File: src/rtl/load_store_unit_if.sv
// Bus bundle between the core, the load/store unit and the data memory.
// The slave modport is the load/store unit. The master modport is the
// environment: the core request side plus the data-memory side.
interface load_store_unit_if;
  // core request side
  logic        req;
  logic        we;
  logic [2:0]  funct3;
  logic [31:0] addr;
  logic [31:0] wdata;
  logic        busy;
  logic        done;
  logic [31:0] rdata;
  logic        err;
  // data memory side
  logic [31:0] mem_A;
  logic [31:0] mem_WD;
  logic        mem_WE;
  logic [31:0] mem_RD;

  modport slave (
    input  req, we, funct3, addr, wdata, mem_RD,
    output busy, done, rdata, err, mem_A, mem_WD, mem_WE
  );

  modport master (
    output req, we, funct3, addr, wdata, mem_RD,
    input  busy, done, rdata, err, mem_A, mem_WD, mem_WE
  );
endinterface

File: src/rtl/load_store_unit.sv
// RV32I load/store unit in front of a word-wide, single-port data memory.
// Sub-word stores are done as a read-modify-write, so every memory write
// is a full word. The optional misaligned-access check is enabled by
// defining LSU_MISALIGN_CHECK_EN. With the check disabled, halfword
// accesses ignore addr[0] and word accesses ignore addr[1:0].
module load_store_unit (
  input  logic              clk,
  input  logic              rst,
  load_store_unit_if.slave  bus
);

  typedef enum logic [1:0] {
    IDLE  = 2'd0,
    READ  = 2'd1,
    WRITE = 2'd2,
    DONE  = 2'd3
  } state_e;

  state_e      state_q, state_d;
  logic        we_q, we_d;
  logic [2:0]  funct3_q, funct3_d;
  logic [31:0] addr_q, addr_d;
  // only the low halfword of the store data is needed after accept; a full
  // word store copies wdata straight into mem_wd at accept time
  logic [15:0] wdata_q, wdata_d;
  logic [31:0] rdata_q, rdata_d;
  logic [31:0] mem_wd_q, mem_wd_d;
  logic        busy_q, busy_d;
  logic        done_q, done_d;
  logic        err_q, err_d;
  logic        mem_we_q, mem_we_d;
  logic        illegal_s;
  logic        misalign_s;

  // funct3 codes that are not valid for the requested direction
  function automatic logic illegal_f3(input logic is_store, input logic [2:0] f3);
    logic bad;
    bad = 1'b0;
    if (is_store) begin
      case (f3)
        3'b000, 3'b001, 3'b010: bad = 1'b0;
        default:                bad = 1'b1;
      endcase
    end else begin
      case (f3)
        3'b011, 3'b110, 3'b111: bad = 1'b1;
        default:                bad = 1'b0;
      endcase
    end
    return bad;
  endfunction

  // pick the addressed byte/halfword out of a word and extend it
  function automatic logic [31:0] load_extract(input logic [2:0] f3,
                                               input logic [1:0] a,
                                               input logic [31:0] w);
    logic [7:0]  b;
    logic [15:0] h;
    logic [31:0] r;
    case (a)
      2'b00:   b = w[7:0];
      2'b01:   b = w[15:8];
      2'b10:   b = w[23:16];
      default: b = w[31:24];
    endcase
    h = a[1] ? w[31:16] : w[15:0];
    case (f3)
      3'b000:  r = {{24{b[7]}}, b};
      3'b100:  r = {24'd0, b};
      3'b001:  r = {{16{h[15]}}, h};
      3'b101:  r = {16'd0, h};
      default: r = w;
    endcase
    return r;
  endfunction

  // replace the addressed byte/halfword of the old word with store data
  function automatic logic [31:0] store_merge(input logic [2:0]  f3,
                                              input logic [1:0]  a,
                                              input logic [31:0] old_w,
                                              input logic [15:0] wd);
    logic [31:0] r;
    r = old_w;
    case (f3[1:0])
      2'b00: begin
        case (a)
          2'b00:   r[7:0]   = wd[7:0];
          2'b01:   r[15:8]  = wd[7:0];
          2'b10:   r[23:16] = wd[7:0];
          default: r[31:24] = wd[7:0];
        endcase
      end
      2'b01: begin
        if (a[1]) begin
          r[31:16] = wd;
        end else begin
          r[15:0] = wd;
        end
      end
      default: r = old_w;
    endcase
    return r;
  endfunction

  // classify the incoming request: bad size code or misaligned address
  always_comb begin
    illegal_s  = illegal_f3(bus.we, bus.funct3);
`ifdef LSU_MISALIGN_CHECK_EN
    case (bus.funct3[1:0])
      2'b01:   misalign_s = bus.addr[0];
      2'b10:   misalign_s = (bus.addr[1:0] != 2'b00);
      default: misalign_s = 1'b0;
    endcase
`else
    misalign_s = 1'b0;
`endif
  end

  // next-state and next-output logic; outputs are registered from next state
  always_comb begin
    state_d  = state_q;
    we_d     = we_q;
    funct3_d = funct3_q;
    addr_d   = addr_q;
    wdata_d  = wdata_q;
    rdata_d  = rdata_q;
    mem_wd_d = mem_wd_q;
    err_d    = 1'b0;
    case (state_q)
      IDLE: begin
        if (bus.req) begin
          we_d     = bus.we;
          funct3_d = bus.funct3;
          addr_d   = bus.addr;
          wdata_d  = bus.wdata[15:0];
          mem_wd_d = bus.wdata;
          if (illegal_s || misalign_s) begin
            state_d = DONE;
            err_d   = 1'b1;
          end else if (!bus.we) begin
            state_d = READ;
          end else if (bus.funct3[1:0] == 2'b10) begin
            state_d = WRITE;
          end else begin
            state_d = READ;
          end
        end else begin
          state_d = IDLE;
        end
      end
      READ: begin
        if (we_q) begin
          mem_wd_d = store_merge(funct3_q, addr_q[1:0], bus.mem_RD, wdata_q);
          state_d  = WRITE;
        end else begin
          rdata_d = load_extract(funct3_q, addr_q[1:0], bus.mem_RD);
          state_d = DONE;
        end
      end
      WRITE:   state_d = DONE;
      DONE:    state_d = IDLE;
      default: state_d = IDLE;
    endcase
    busy_d   = (state_d != IDLE);
    done_d   = (state_d == DONE);
    mem_we_d = (state_d == WRITE);
  end

  // state and output registers with synchronous reset
  always_ff @(posedge clk) begin
    if (rst) begin
      state_q  <= IDLE;
      we_q     <= 1'b0;
      funct3_q <= 3'b000;
      addr_q   <= 32'd0;
      wdata_q  <= 16'd0;
      rdata_q  <= 32'd0;
      mem_wd_q <= 32'd0;
      busy_q   <= 1'b0;
      done_q   <= 1'b0;
      err_q    <= 1'b0;
      mem_we_q <= 1'b0;
    end else begin
      state_q  <= state_d;
      we_q     <= we_d;
      funct3_q <= funct3_d;
      addr_q   <= addr_d;
      wdata_q  <= wdata_d;
      rdata_q  <= rdata_d;
      mem_wd_q <= mem_wd_d;
      busy_q   <= busy_d;
      done_q   <= done_d;
      err_q    <= err_d;
      mem_we_q <= mem_we_d;
    end
  end

  assign bus.busy   = busy_q;
  assign bus.done   = done_q;
  assign bus.err    = err_q;
  assign bus.rdata  = rdata_q;
  assign bus.mem_A  = {addr_q[31:2], 2'b00};
  assign bus.mem_WD = mem_wd_q;
  // a write must never land on a reset edge, even from the WRITE state
  assign bus.mem_WE = mem_we_q & ~rst;

endmodule

File: src/flat_wrapper.sv
// flat-port wrapper written by rule: the top's interface ports become plain ports
module load_store_unit_flat 
  (clk, rst, bus_req, bus_we, bus_funct3, bus_addr, bus_wdata, bus_mem_RD, bus_busy, bus_done, bus_rdata, bus_err, bus_mem_A, bus_mem_WD, bus_mem_WE);
  load_store_unit_if bus_i ();
  input  logic clk;
  input  logic rst;
  input wire logic [$bits(bus_i.req)-1:0] bus_req;
  input wire logic [$bits(bus_i.we)-1:0] bus_we;
  input wire logic [$bits(bus_i.funct3)-1:0] bus_funct3;
  input wire logic [$bits(bus_i.addr)-1:0] bus_addr;
  input wire logic [$bits(bus_i.wdata)-1:0] bus_wdata;
  input wire logic [$bits(bus_i.mem_RD)-1:0] bus_mem_RD;
  output wire logic [$bits(bus_i.busy)-1:0] bus_busy;
  output wire logic [$bits(bus_i.done)-1:0] bus_done;
  output wire logic [$bits(bus_i.rdata)-1:0] bus_rdata;
  output wire logic [$bits(bus_i.err)-1:0] bus_err;
  output wire logic [$bits(bus_i.mem_A)-1:0] bus_mem_A;
  output wire logic [$bits(bus_i.mem_WD)-1:0] bus_mem_WD;
  output wire logic [$bits(bus_i.mem_WE)-1:0] bus_mem_WE;
  assign bus_i.req = bus_req;
  assign bus_i.we = bus_we;
  assign bus_i.funct3 = bus_funct3;
  assign bus_i.addr = bus_addr;
  assign bus_i.wdata = bus_wdata;
  assign bus_i.mem_RD = bus_mem_RD;
  assign bus_busy = bus_i.busy;
  assign bus_done = bus_i.done;
  assign bus_rdata = bus_i.rdata;
  assign bus_err = bus_i.err;
  assign bus_mem_A = bus_i.mem_A;
  assign bus_mem_WD = bus_i.mem_WD;
  assign bus_mem_WE = bus_i.mem_WE;
  load_store_unit u_core (.clk(clk), .rst(rst), .bus(bus_i));
endmodule
File: config.mk
export PLATFORM = sky130hd
export DESIGN_NAME = load_store_unit_flat
export DESIGN_NICKNAME = d
export VERILOG_FILES = /design/src/rtl/load_store_unit_if.sv /design/src/rtl/load_store_unit.sv /design/src/flat_wrapper.sv
export SDC_FILE = /design/constraint.sdc
export NUM_CORES = 1
export LEC_CHECK = 0
export BUFFER_PORTS_ARGS = -buffer_cell sky130_fd_sc_hd__buf_2
export CAP_MARGIN = 25
export CORE_MARGIN = 1.5
export CORE_UTILIZATION = 45
export CTS_CLUSTER_DIAMETER = 100
export CTS_CLUSTER_SIZE = 30
export DETAILED_ROUTE_END_ITERATION = 6
export PLACE_DENSITY = 0.84
export SYNTH_ARGS = -nofsm -noshare
export SYNTH_HDL_FRONTEND = slang
export SYNTH_SLANG_ARGS = --single-unit
File: constraint.sdc
create_clock -name clk -period 1.6 [get_ports clk]
set_input_delay 0.08 -clock clk [delete_from_list [all_inputs] [get_ports clk]]
set_output_delay 0.08 -clock clk [all_outputs]
set_load 0.02 [all_outputs]
==> results.sh, run 1 <==
export IMPL_die_height_um=117
export IMPL_slew_violations=0
export IMPL_ys_ff_latch=122
export IMPL_synth_area_leaders="dfxtp_1 (42%), nand2_1 (11%), a21oi_1 (5.3%)"
export IMPL_synth_area_leader_cell="dfxtp_1"
export IMPL_drtPass1Iterations=6
export IMPL_remaining_drc_errors=0
export IMPL_synth_cells=734
export IMPL_clockBufferDepth=2
export IMPL_grt_pass1_vias=5945
export IMPL_grt_ovfl_total=0
export IMPL_via_per_inst=5.47
export IMPL_clock_sinks=122
export IMPL_wl_mm=19.4
export IMPL_syn_avg_cell_area_um2=7.94
export IMPL_hold_class="input port to register"
export IMPL_max_freq_mhz=645
export IMPL_hold_ws_ps=13.3
export IMPL_antenna_found_initial=0
export IMPL_numPortBuffers=200
export IMPL_vias=6304
export IMPL_power_frac_seq_pct=34.5
export IMPL_hold_viol_final=0
export IMPL_ir_worst_vdd_uv=1030
export IMPL_n_antenna_cell=0
export IMPL_setup_viol=0
export IMPL_power_leakage_uw=0.00353
export IMPL_start_util_pct=46.2
export IMPL_min_period_over_period_pct=96.9
export IMPL_synth_edf_count=0
export IMPL_synth_top_area_share_pct=41.9
export IMPL_fin_worst_skew_ps=8.08
export IMPL_switchingPower_uw=3580
export IMPL_syn_area_um2=5830
export IMPL_crit_path_end_kind="register"
export IMPL_synth_cell_types=49
export IMPL_p_comb_share_pct=29.8
export IMPL_grt_util_met1_pct=33.6
export IMPL_maxCapViolCount=0
export IMPL_crit_type="register to register"
export IMPL_totalPowerFinal_uw=11000
export IMPL_chipWidth_um=117
export IMPL_cp_arrival_ps=1850
export IMPL_num_rows=41
export IMPL_multi_input_area_um2=2880
export IMPL_drive_above_1_share_pct=31.9
export IMPL_grt_pass1_wl_mm=29.4
export IMPL_cellPowerDensity_nw_per_um2=1340
export IMPL_final_nets=1074
export IMPL_switching_share_pct=32.4
export IMPL_intPower_uw=7450
export IMPL_ys_warn_count=0
export IMPL_grt_usage_pct=27.8
export IMPL_grtUsageMet3_pct=7.42
export IMPL_fin_crit_ps=1550
export IMPL_clk_latency_ps=410
export IMPL_post_drt_wl_per_cell_um=16.8
export IMPL_die_area_um2=13600
export IMPL_crit_path_start_kind="register"
export IMPL_clockRootBuffer="clkbuf_16"
export IMPL_cts_buffers=17
export IMPL_rsz0062_at_grt="yes"
export IMPL_coreArea_um2=12600
export IMPL_area_growth_pct=41.7
export IMPL_outcome="finished clean"
export IMPL_met2_usage_pct=46.1
export IMPL_finalWeightedCongestion=0.894
export IMPL_worst_slack_ps=49.9
export IMPL_place_hpwl_mm=13.0
export IMPL_synth_main_ff_cell="dfxtp_1"
export IMPL_drt_iter0_drc=673
export IMPL_cts_tree="yes"
export IMPL_grt_max_degree=65
export IMPL_crit_fanout=9
export IMPL_power_frac_clock_pct=35.7
export IMPL_busiest_layer="met2"
export IMPL_ant_nets=0
export IMPL_htreeDepth=4
export IMPL_async_reset_ff_share_pct=0
export IMPL_post_place_ws_ps=-41.0
export IMPL_seq_area_um2=2450
export IMPL_io_pins=203
export IMPL_nFillCells=1046
export IMPL_required_ps=1900
export IMPL_yosysSeqAreaShare_pct=41.9
export IMPL_clkTransAtPathRegs_ps=60
final timing paths:
check                                  startpoint                    end  slack, ps  depth (start not counted)
worst max-delay path             u_core.addr_q[1]  u_core.bus.mem_WD[14]         50                          5
worst min-delay path                bus_wdata[29]  u_core.bus.mem_WD[29]         10                          3
worst max register to register   u_core.addr_q[1]  u_core.bus.mem_WD[14]         50                          5
worst min register to register  u_core.addr_q[28]      u_core.addr_q[28]        450                          2
kinds of logic after synthesis:
logic type / share of synthesized area [%]
simple gates: 21.9
compound gates: 24.3
flops: 41.9
buf+inv: 9.36
mux: 1.80
fa+ha+maj: 0.644
other cells: 0.0643
stage by stage:
stage | area (µm²) | std cells | util, % | setup TNS (ps)
2_1_floorplan | 5870 | 735 | - | 0
3_3_place_gp | 6940 | 1052 | 55.0 | -1.12
4_1_cts | 8240 | 1153 | 65.3 | 0
6_report | 8260 | 1153 | 65.4 | 0
3_5_place_dp | 6940 | 1052 | 55.0 | -473
5_1_grt | 8260 | 1153 | 65.4 | -31.8
placed cells by master, fill, tap and decap left out, types with 8 or more instances in the layout:
master,n
clkbuf_16,17
a31oi_1,16
or2_2,17
nor2_1,54
buf_12,8
buf_4,33
o21ai_0,34
a22o_1,24
dfxtp_1,117
a22oi_1,8
nand4_1,17
buf_2,200
a32o_1,17
dlygate4sd3_1,68
a21oi_1,62
nand2_1,164
nand3_1,15
a211oi_1,32
state kept, by name, summed over array words and instances, names as in the netlist:
name and flops:
u_core.addr_q 32, u_core.bus.mem_WD 32, u_core.bus.rdata 32, u_core.wdata_q 16
u_core.funct3_q 3, u_core.state_q 2, u_core.bus.busy 1, u_core.bus.done 1
u_core.bus.err 1, u_core.mem_we_q 1, u_core.we_q 1
cell usage after synthesis (2+ instances only):
library cell	n
nand2b_1	3
buf_2	18
nand3_1	15
a211oi_1	32
inv_1	3
nand4_1	17
clkbuf_1	37
mux2i_1	6
buf_6	2
a21o_1	3
dfxtp_1	122
ha_1	3
nor2_1	55
a22oi_1	8
o21a_1	3
a22o_1	24
o211ai_1	6
buf_4	36
o21ai_0	34
mux4_2	2
or2_2	17
a21oi_1	62
a31oi_1	16
nand2_1	165
a32o_1	17
nor2b_1	5
per-layer routing:
metal  part of all wire [%]  up-vias
met5                      0        -
met4                    3.7        0
met3                    8.8       59
met2                     48      344
li1                       -     3010
met1                     40     2891
layout make-up:
cell class,count,share of cell area (%)
multi-input combinational,514,34.9
sequential,122,29.7
timing repair buffer,309,25.3
clock buffer,25,6.00
tap,172,2.61
clock inverter,7,1.36
inverter,4,0.182
what timing repair did:
| item | 4_1_cts | 5_1_grt |
|---|---|---|
| buffers inserted | 1 | 0 |
| resized for setup | 1 | 7 |
| cloned | 0 | 0 |
| hold endpoints to repair | 69 | 0 |
| hold buffers | 68 | 0 |
| pin swaps | 1 | 0 |
| setup endpoints to repair | 19 | 46 |
worst max-delay path, cell delays in order (launching register included):
cell and delay, ps:
dfxtp_2 350, buf_4 160, or2_4 270, o21ai_0 220, nand4_1 160, a32o_1 280
power groups by stage:
stage          registers [µW]  logic (µW)  clock network [µW]
2_1_floorplan            4180        1710                   0
3_3_place_gp             3840        3020                   0
3_5_place_dp             3860        3080                   0
4_1_cts                  3800        3230                3950
5_1_grt                  3850        3550                4080
6_report                 3810        3280                3940
Note: power is estimated with default switching activity, not from simulation.
==> run 2, diff against run 1 <==
--- a/config.mk
+++ b/config.mk
@@ -12,7 +12,10 @@
 export CTS_CLUSTER_DIAMETER = 100
 export CTS_CLUSTER_SIZE = 30
 export DETAILED_ROUTE_END_ITERATION = 6
+export GPL_TIMING_DRIVEN = 0
+export HOLD_SLACK_MARGIN = 0.12
 export PLACE_DENSITY = 0.84
+export SETUP_SLACK_MARGIN = 0.02
 export SYNTH_ARGS = -nofsm -noshare
 export SYNTH_HDL_FRONTEND = slang
 export SYNTH_SLANG_ARGS = --single-unit
==> results.sh, run 2 (synthesized netlist as in run 1, its figures left out) <==
export IMPL_numPortBuffers=199
export IMPL_mostFrequentLayoutCells="buf_2 (205), nand2_1 (165), dfxtp_1 (119), dlygate4sd3_1 (94), a21oi_1 (61)"
export IMPL_crit_path_end_kind="register"
export IMPL_chipWidth_um=117
export IMPL_maxCapViolCount=0
export IMPL_drive_above_1_share_pct=36.9
export IMPL_nFillCells=940
export IMPL_drtPass1Iterations=7
export IMPL_hold_ws_ps=132
export IMPL_cp_arrival_ps=1960
export IMPL_wl_mm=22.6
export IMPL_final_cells=1252
export IMPL_grt_usage_pct=33.0
export IMPL_worst_slack_ps=-56.0
export IMPL_final_nets=1173
export IMPL_power_leakage_uw=0.00400
export IMPL_crit_type="register to register"
export IMPL_vias=6974
export IMPL_grt_max_degree=17
export IMPL_fin_crit_ps=1660
export IMPL_start_util_pct=46.2
export IMPL_layout_commonest_cell="buf_2"
export IMPL_slew_headroom_pct=48.9
export IMPL_coreArea_um2=12600
export IMPL_required_ps=1910
export IMPL_crit_fanout=8
export IMPL_setup_viol=31
export IMPL_worst_pin_slew_ps=766
export IMPL_clockRootBuffer="clkbuf_16"
export IMPL_max_freq_mhz=604
export IMPL_cts_tree="yes"
export IMPL_slew_violations=0
export IMPL_place_hpwl_mm=13.9
export IMPL_hold_viol_final=0
export IMPL_outcome="finished, violations left"
export IMPL_ir_worst_vdd_uv=965
export IMPL_clkTransAtPathRegs_ps=60
export IMPL_fin_worst_skew_ps=8.02
export IMPL_hold_class="input port to register"
export IMPL_clock_sinks=122
export IMPL_drt_iter0_drc=708
export IMPL_post_drt_wl_per_cell_um=18.0
export IMPL_min_period_over_period_pct=104
export IMPL_remaining_drc_errors=0
export IMPL_grt_ovfl_total=0
export IMPL_clk_latency_ps=430
export IMPL_area_growth_pct=57.9
export IMPL_failed_checks="negative setup slack"
export IMPL_htreeDepth=4
export IMPL_cts_buffers=17
export IMPL_clockBufferDepth=2
export IMPL_die_height_um=117
export IMPL_io_pins=203
export IMPL_finalWeightedCongestion=0.916
export IMPL_utilization_pct=73.0
export IMPL_die_area_um2=13600
export IMPL_via_per_inst=5.57
export IMPL_cellPowerDensity_nw_per_um2=1290
export IMPL_grt_pass1_wl_mm=34.3
export IMPL_ant_nets=0
export IMPL_grt_pass1_vias=6936
export IMPL_num_rows=41
export IMPL_crit_path_start_kind="register"
export IMPL_place_inst=1106
export IMPL_rsz0062_at_grt="yes"
export IMPL_antenna_found_initial=1
## run 2: final cells by class
cell class	instances	area [µm²]	share of cell area [%]
timing repair buffer	315	2160	23.5
clock inverter	11	169	1.83
clock buffer	20	467	5.07
tap	172	215	2.34
sequential	122	2450	26.6
buffer	93	669	7.27
inverter	4	17.5	0.190
multi-input combinational	514	3050	33.2
antenna	1	2.50	0.0272
## run 2: where the power goes
part | total (µW) | switching [µW] | internal, µW | leakage (µW)
Clock | 4130 | 1420 | 2710 | 0.000300
Sequential | 3800 | 294 | 3510 | 0.00100
Combinational | 3940 | 2250 | 1690 | 0.00269
Total | 11900 | 3970 | 7910 | 0.00400
## run 2: per-stage QoR
stage	power, µW	worst slack, ps	cell area (µm²)	TNS (ps)
2_1_floorplan	5900	21.0	5870	0
3_3_place_gp	6880	-385	7080	-18050
3_5_place_dp	6940	-386	7080	-19390
4_1_cts	11500	-26.9	8980	-436
5_1_grt	12400	-125	9210	-2920
6_report	11900	-56.0	9210	-1180
## run 2: per-layer routing
layer,GRT usage (%),wire [µm]
met1,38.1,8670
met2,57.3,11100
met3,10.1,2000
met4,13.1,751
met5,0,0
## run 2: critical path, stage by stage, from the launching register on
cell and delay [ps]:
dfxtp_2 340, inv_2 50, ha_4 170, buf_12 120
nor2b_4 120, o21ai_4 80, nor2b_4 130, buf_8 180
buf_6 130, a22o_1 210
## run 2: final timing paths
| check | from | to | slack, ps | depth (start not counted) |
|---|---|---|---|---|
| worst max-delay path | u_core.state_q[0] | u_core.bus.mem_WD[17] | -60 | 9 |
| worst min-delay path | bus_mem_RD[15] | u_core.bus.rdata[15] | 130 | 3 |
| worst max register to register | u_core.state_q[0] | u_core.bus.mem_WD[17] | -60 | 9 |
| worst min register to register | u_core.addr_q[31] | u_core.addr_q[31] | 450 | 2 |
## run 2: repair_timing
action,4_1_cts,5_1_grt
setup endpoints to repair,104,101
hold buffers,94,0
gates resized for setup,86,60
setup buffers,11,7
endpoints found under the hold margin,108,0
gates cloned,3,2
pin swaps,2,11
==> run 3, diff against run 2 <==
--- a/config.mk
+++ b/config.mk
@@ -5,16 +5,16 @@
 export SDC_FILE = /design/constraint.sdc
 export NUM_CORES = 1
 export LEC_CHECK = 0
-export BUFFER_PORTS_ARGS = -buffer_cell sky130_fd_sc_hd__buf_2
 export CAP_MARGIN = 25
 export CORE_MARGIN = 1.5
-export CORE_UTILIZATION = 45
+export CORE_UTILIZATION = 57
 export CTS_CLUSTER_DIAMETER = 100
 export CTS_CLUSTER_SIZE = 30
 export DETAILED_ROUTE_END_ITERATION = 6
+export DONT_BUFFER_PORTS = 1
 export GPL_TIMING_DRIVEN = 0
 export HOLD_SLACK_MARGIN = 0.12
-export PLACE_DENSITY = 0.84
+export PLACE_DENSITY = 0.83
 export SETUP_SLACK_MARGIN = 0.02
 export SYNTH_ARGS = -nofsm -noshare
 export SYNTH_HDL_FRONTEND = slang
==> results.sh, run 3 (synthesized netlist as in run 1, its figures left out) <==
export IMPL_outcome="finished, violations left"
export IMPL_failed_checks="negative setup slack"
export IMPL_fin_crit_ps=1660
export IMPL_hold_viol_final=0
export IMPL_wl_mm=23.1
export IMPL_ant_nets=0
export IMPL_coreArea_um2=9860
export IMPL_crit_type="register to register"
export IMPL_grt_ovfl_total=0
export IMPL_worst_pin_slew_ps=680
export IMPL_maxCapViolCount=0
export IMPL_hold_class="input port to register"
export IMPL_die_area_um2=10800
export IMPL_max_freq_mhz=602
export IMPL_clockRootBuffer="clkbuf_8"
export IMPL_slew_violations=0
export IMPL_utilization_pct=83.3
export IMPL_worst_slack_ps=-61.1
export IMPL_final_nets=974
export IMPL_clkTransAtPathRegs_ps=60
export IMPL_slew_headroom_pct=54.7
export IMPL_via_per_inst=6.48
export IMPL_drt_met1_wl_mm=8.24
export IMPL_crit_path_end_kind="register"
export IMPL_clockBufferDepth=2
export IMPL_power_leakage_uw=0.00312
export IMPL_totalPowerFinal_uw=11600
export IMPL_post_drt_wl_per_cell_um=22.7
export IMPL_vias=6570
export IMPL_num_rows=36
export IMPL_topRoutingLayerUsed="met4"
export IMPL_cp_arrival_ps=2130
export IMPL_place_hpwl_mm=13.7
export IMPL_layout_commonest_cell="nand2_1"
export IMPL_die_height_um=104
export IMPL_io_pins=203
export IMPL_min_period_over_period_pct=104
export IMPL_drive_above_1_share_pct=22.2
export IMPL_numPortBuffers=0
export IMPL_drtPass1Iterations=5
export IMPL_rsz0062_at_grt="yes"
export IMPL_grt_pass1_vias=6316
export IMPL_crit_path_start_kind="register"
export IMPL_setup_viol=33
export IMPL_remaining_drc_errors=0
export IMPL_setup_total_negative_slack_ps=-778
export IMPL_ir_worst_vdd_uv=835
export IMPL_finalWeightedCongestion=0.963
export IMPL_area_growth_pct=40.9
export IMPL_grt_pass1_wl_mm=34.0
export IMPL_crit_fanout=7
export IMPL_mostFrequentLayoutCells="nand2_1 (165), dfxtp_1 (118), dlygate4sd3_1 (101), a21oi_1 (62), nor2_1 (53)"
export IMPL_required_ps=2070
export IMPL_clk_latency_ps=540
export IMPL_htreeDepth=4
export IMPL_fin_worst_skew_ps=13.0
export IMPL_grt_usage_pct=40.0
export IMPL_cts_buffers=17
export IMPL_clock_sinks=122
export IMPL_cts_tree="yes"
export IMPL_cellPowerDensity_nw_per_um2=1410
export IMPL_met3_length_mm=2.54
export IMPL_grt_max_degree=17
export IMPL_antenna_found_initial=0
export IMPL_start_util_pct=59.1
export IMPL_wl_met2_mm=11.0
export IMPL_drt_iter0_drc=694
export IMPL_chipWidth_um=104
==> run 3: changes by cell type in the layout (fill, tap and decap cells not counted), sizes merged <==
| cell | delta |
|---|---|
| clkinvlp | -3 |
| clkbuf | +5 |
| buf | -207 |
| clkinv | -2 |
| bufinv | +1 |
| dlygate4sd3 | +7 |
==> run 3: area by class of cell <==
cell class / count / area (µm²)
antenna: 1 / 2.50
buffer: 92 / 694
clock buffer: 24 / 470
clock inverter: 7 / 163
fill: 555 / 1650
inverter: 4 / 20.0
multi-input combinational: 514 / 3050
sequential: 122 / 2450
tap: 133 / 166
timing repair buffer: 117 / 1190
==> run 3: path summary, 6_finish.rpt <==
kind	start	end	slack, ps	cells after the start
min reg2reg	u_core.addr_q[27]	u_core.addr_q[27]	460	2
max	u_core.state_q[1]	u_core.bus.mem_WD[23]	-60	8
max reg2reg	u_core.state_q[1]	u_core.bus.mem_WD[23]	-60	8
min	bus_addr[6]	u_core.addr_q[6]	240	3
==> run 3: layer usage <==
layer	vias up	global-route usage, %
met5	-	0
met4	0	20.1
met3	132	10.5
met2	569	67.2
met1	3052	47.2
li1	2817	-
==> run 3: power breakdown <==
part	leakage [µW]	internal (µW)	switching, µW	total (µW)
Clock	0.000305	2800	1400	4210
Sequential	0.00100	3510	764	4280
Combinational	0.00181	1350	1780	3130
Total	0.00312	7670	3950	11600
==> run 3: through the flow <==
stage	cells	hold WS [ps]	worst slack [ps]	instance area, µm²
floorplan	735	216	21.0	5870
global route	1013	251	-105	8210
CTS	1006	208	-66.2	7920
finish	1014	241	-61.1	8210
detailed placement	868	223	-580	6030
global placement	868	218	-572	6030
==> run 3: timing repair <==
action	CTS	global route
resized for setup	79	93
setup endpoints to repair	97	105
pin swaps	5	6
gates cloned	1	4
hold buffers	101	0
buffers inserted	7	4
hold endpoints to repair	122	0
==> run 3: critical path, cell delays in order (launching register included) <==
cell     delay [ps]
dfxtp_2         360
inv_4            60
ha_4            180
and2_4          180
o21ai_4         150
nor2b_4         200
buf_12          170
buf_8           140
a22o_1          150
